$ cat src/rtl/ram_burst_reader_pkg.sv
// Shared types and limits for the RAM burst reader: FSM state encoding and
// the deepest RAM read latency the capture pipe is built for.
package ram_burst_reader_pkg;

    typedef enum logic [1:0] {
        BR_IDLE  = 2'd0,
        BR_ISSUE = 2'd1,
        BR_DRAIN = 2'd2
    } br_state_t;

    localparam int unsigned BR_MAXLAT = 3;

endpackage

$ cat src/rtl/ram_burst_reader_rd_lat_pipe.sv
// Valid-bit delay line matching the RAM read latency; tags the cycle in which
// a requested byte appears on the RAM data bus.
module rd_lat_pipe
    import ram_burst_reader_pkg::*;
#(
    parameter int unsigned DEPTH = 0
) (
    input  logic clk,
    input  logic rst,
    input  logic in_v,
    output logic out_v
);

    if (DEPTH > BR_MAXLAT) begin : g_depth_check
        $error("rd_lat_pipe: DEPTH exceeds BR_MAXLAT");
    end

    if (DEPTH == 0) begin : g_wire
        // Asynchronous RAM: data is valid in the issuing cycle itself.
        logic unused_c;
        assign unused_c = clk ^ rst;
        assign out_v    = in_v;
    end else begin : g_shift
        logic [DEPTH-1:0] sh;

        always_ff @(posedge clk or posedge rst) begin
            if (rst) begin
                sh <= '0;
            end else begin
                sh <= (sh << 1) | DEPTH'(in_v);
            end
        end

        assign out_v = sh[DEPTH-1];
    end

endmodule

$ cat src/rtl/ram_burst_reader.sv
// Reads 1..NBYTES consecutive bytes from a byte-wide RAM and assembles them
// little-endian into one word, with optional sign extension above the last beat.
module ram_burst_reader
    import ram_burst_reader_pkg::*;
#(
    parameter int unsigned AW     = 16,
    parameter int unsigned DW     = 8,
    parameter int unsigned NBYTES = 8,
    parameter int unsigned RDLAT  = 0,
    parameter int unsigned LW     = $clog2(NBYTES)
) (
    input  logic                   clk,
    input  logic                   rst,
    input  logic                   start,
    input  logic [AW-1:0]          addr,
    input  logic [LW-1:0]          len,
    input  logic                   sx,
    input  logic [DW-1:0]          d,
    output logic [AW-1:0]          adq,
    output logic                   kp,
    output logic                   done,
    output logic [DW*NBYTES-1:0]   q
);

    localparam int unsigned QW = DW * NBYTES;

    br_state_t      state;
    logic [LW-1:0]  n_m1;
    logic [LW-1:0]  issue_idx;
    logic [LW-1:0]  cap_idx;
    logic           sx_r;
    logic           issue_v_c;
    logic           cap_v_c;
    logic           last_cap_c;
    logic [QW-1:0]  q_cap_c;

    assign issue_v_c  = (state == BR_ISSUE);
    assign last_cap_c = cap_v_c && (cap_idx == n_m1);

    rd_lat_pipe #(
        .DEPTH (RDLAT)
    ) u_lat (
        .clk   (clk),
        .rst   (rst),
        .in_v  (issue_v_c),
        .out_v (cap_v_c)
    );

    // Next q on a capture edge: insert the beat, and on the last beat sign-fill above it.
    always_comb begin
        q_cap_c = q;
        for (int unsigned i = 0; i < NBYTES; i++) begin
            if (LW'(i) == cap_idx) begin
                q_cap_c[DW*i +: DW] = d;
            end else if (last_cap_c && sx_r && (LW'(i) > cap_idx)) begin
                q_cap_c[DW*i +: DW] = {DW{d[DW-1]}};
            end
        end
    end

    always_ff @(posedge clk or posedge rst) begin
        if (rst) begin
            state     <= BR_IDLE;
            n_m1      <= '0;
            issue_idx <= '0;
            cap_idx   <= '0;
            sx_r      <= 1'b0;
            adq       <= '0;
            kp        <= 1'b0;
            done      <= 1'b0;
            q         <= '0;
        end else begin
            done <= 1'b0;

            case (state)
                BR_IDLE: begin
                    if (start) begin
                        n_m1      <= len;
                        sx_r      <= sx;
                        adq       <= addr;
                        issue_idx <= '0;
                        cap_idx   <= '0;
                        q         <= '0;
                        kp        <= 1'b1;
                        state     <= BR_ISSUE;
                    end
                end
                BR_ISSUE: begin
                    if (issue_idx != n_m1) begin
                        adq       <= adq + AW'(1);
                        issue_idx <= issue_idx + LW'(1);
                    end else begin
                        state <= BR_DRAIN;
                    end
                end
                default: begin
                end
            endcase

            // Capture overrides the issue-side transition so the final beat ends the request.
            if (cap_v_c) begin
                q       <= q_cap_c;
                cap_idx <= cap_idx + LW'(1);
                if (last_cap_c) begin
                    kp    <= 1'b0;
                    done  <= 1'b1;
                    state <= BR_IDLE;
                end
            end
        end
    end

endmodule
$ cat config.mk
export PLATFORM = sky130hd
export DESIGN_NAME = ram_burst_reader
export DESIGN_NICKNAME = d
export VERILOG_FILES = /design/src/rtl/ram_burst_reader_pkg.sv /design/src/rtl/ram_burst_reader_rd_lat_pipe.sv /design/src/rtl/ram_burst_reader.sv
export SDC_FILE = /design/constraint.sdc
export NUM_CORES = 1
export LEC_CHECK = 0
export BUFFER_PORTS_ARGS = -buffer_cell sky130_fd_sc_hd__buf_2
export CORE_ASPECT_RATIO = 0.6
export CORE_MARGIN = 10
export CORE_UTILIZATION = 30
export DETAILED_ROUTE_END_ITERATION = 8
export PLACE_DENSITY = 0.58
export SLEW_MARGIN = 20
export SYNTH_ARGS = -nofsm -noshare
export SYNTH_HDL_FRONTEND = slang
export SYNTH_SLANG_ARGS = --single-unit
$ cat constraint.sdc
create_clock -name clk -period 3.15 [get_ports clk]
set_input_delay 0.7875 -clock clk [delete_from_list [all_inputs] [get_ports clk]]
set_output_delay 0.7875 -clock clk [all_outputs]
set_load 0.1 [all_outputs]
==> flow_summary.toml <==
[clocking]
ctsHoldBuffers = 0
cts_tree = "done"
clkSlewWorstSetupHoldPaths_ps = 70
cts.sink_count = 94
clock_latency_ps = 350
cts_max_level = 3
clockBufferDepth = 2
post-cts-setup-buffers = 0
cts-resized-gates = 0
root_buffer = "clkbuf_16"
cts_buffers = 9

[finish]
area_growth_pct = 21.4
fin_area_um2 = 5920
fin_nets = 627
diodes = 0
mostFrequentLayoutCell = "buf_2"
final_layout_size_suffix_gt1_share_pct = 28.8
layout_common_cells = "112 x buf_2, 94 x dfrtp_1, 67 x nand2_1, 37 x a21oi_1, 31 x nor2_1"

[placed_design]
gp_congestion = 0.807
place_hpwl_um = 12200
post_dp_cell_area_um2 = 5630
io_buffers = 112

[sta]
timing.slew.headroom_pct = 37.7
final-hold-violation-count = 0
slew_violations = 0
setup_viol = 0
period_share_pct = 77.4
max_freq_ghz = 0.410
finClkSkew_ps = 10.2
min_period_ps = 2440
rsz0062_at_grt = "false"
tns_ps = 0
worst_pin_slew_ps = 931

[min_path]
min_to = "q[29]"
hold_depth = 1
hold_class = "register to register"
min-delay-start = "q[29]"

[global_route]
antenna_found_initial = 0
grt_util_all_layers_pct = 14.5
grt_max_degree = 60
grt_pass1_vias = 4263
grt_pass1_wl_um = 25300
grt_remaining_overflow = 0

[logic_synthesis]
netlist_area_um2 = 4870
seq_area_frac_synth_pct = 48.3
synth.distinct_cells = 65
synth_flop_cell = "dfrtp_1"
avgSynthCellArea_um2 = 9.97
synth_enable_flop_cells = 0
syn_inst = 489
yosys_warnings = 0
async_flop_share_pct = 100
synthesis.nets = 526
ys_ff_latch = 94

[floorplanning]
design.die.area_um2 = 21900
initial_core_util_pct = 31.2
die_x_um = 185
rows = 35
die_h_um = 119
ioPinCount = 113
coreArea_um2 = 15600

[detailed_routing]
drt-total-wl_um = 16300
met2_length_um = 6440
wl_met1_um = 7990
firstDrtPassIters = 5
wl_met3_um = 1770
postRouteAntennaNets = 0
post-route-drc-count = 0
drt-initial-drc-count = 404
routedWlPerCell_um = 20.5
vias_per_cell = 5.51
top_layer_used = "met4"
vias = 4390

[worst_setup_path]
end_kind = "register"
crit_type = "register to register"
rr_worst_depth = 6
cp.required_ps = 3380
cp_max_fo = 11
arrival_ps = 2670
timing.rr.start = "cap_idx[1]"
worstReg2RegEnd = "q[33]"
reg2reg_slack_ps = 710
startpoint_type = "register"

[run]
maxCapViolCount = 0

[status]
status = "completed"
==> state kept, by name, summed over array words and instances (netlist names) <==
register and cells:
kp 1, state 2, done 1, cap_idx 3, sx_r 1, q 64
adq 16, issue_idx 3, n_m1 3
==> critical path, stage by stage (launching register included) <==
cell,delay [ps]
dfrtp_1,560
inv_1,230
ha_1,490
nand2_1,180
a41oi_1,360
o21ai_4,180
mux2_2,310
==> how the worst max path moves through the flow <==
stage | start | to | slack, ps | depth (start not counted)
global route | cap_idx[1] | q[33] | 610 | 6
floorplan | adq[0] | adq[12] | 820 | 6
global placement | d[7] | q[19] | 770 | 4
detailed placement | d[7] | q[22] | 690 | 4
finish | cap_idx[1] | q[33] | 710 | 6
CTS | cap_idx[1] | q[34] | 780 | 6
==> cell families (layout without fill, tap and decap cells) <==
| family | Yosys count | count (layout) | synth area share, % |
|---|---|---|---|
| compound gates | 161 | 161 | 24.2 |
| xor+xnor | 9 | 9 | 1.93 |
| fa+ha+maj | 6 | 6 | 1.54 |
| buf+inv | 38 | 143 | 3.65 |
| flops | 94 | 94 | 48.3 |
| mux | 17 | 17 | 3.85 |
| simple gates | 164 | 164 | 16.6 |
==> synth_stat cells, types with 2 or more instances <==
master	count	share of area, %
a311oi_1	3	0.54
xnor2_2	2	0.67
xor2_1	3	0.54
o22a_1	3	0.54
nor2b_1	3	0.39
mux2_2	14	3.2
nor2_1	31	2.4
a2bb2oi_1	3	0.54
o22ai_1	22	2.8
o21ai_0	19	2.0
nand2_1	67	5.2
mux2i_1	3	0.62
and3_1	10	1.3
ha_1	6	1.5
a21oi_1	37	3.8
xnor2_1	4	0.72
a22o_1	2	0.36
o211ai_1	9	1.4
buf_1	3	0.23
and2_1	5	0.64
a31oi_1	12	1.5
clkbuf_1	9	0.69
a32oi_1	2	0.36
a21oi_4	3	1.0
and4_1	7	1.3
nor3_1	2	0.21
nand2b_1	3	0.39
o2bb2ai_1	8	1.4
nand3_1	20	2.1
a41oi_1	3	0.54
a221o_1	14	2.9
inv_1	5	0.39
nand4_1	6	0.77
dfrtp_1	94	48
or3_1	2	0.26
buf_2	15	1.5
buf_4	4	0.62
a21o_1	3	0.46
a211oi_1	2	0.31
==> final cells by class <==
cell class              instances  area (um^2)
fillers                      1520         9720
flip-flops and latches         94         2350
multi-input cells             357         2350
repair buffers                122          648
well taps                     203          254
clock buffers                  10          229
clock inverters                 5         61.3
inverters                       6         26.3
==> through the flow <==
step	utilization, %	hold slack, ps	worst slack [ps]	instances
finish	37.8	491	711	797
global route	37.8	520	613	797
CTS	37.8	495	780	797
detailed placement	36.0	475	688	782
global placement	36.0	466	766	782
floorplan	-	489	817	489
==> metal layers <==
layer  vias to the layer above  track usage, %
met2                       178            19.0
met4                         0            2.60
met5                         -               0
li1                       2039               -
met1                      2161            21.7
met3                        12            5.72
Power is left out: the tool's default activity adds up to more than one toggle a clock period on the data nets, which glitch-free logic cannot reach.
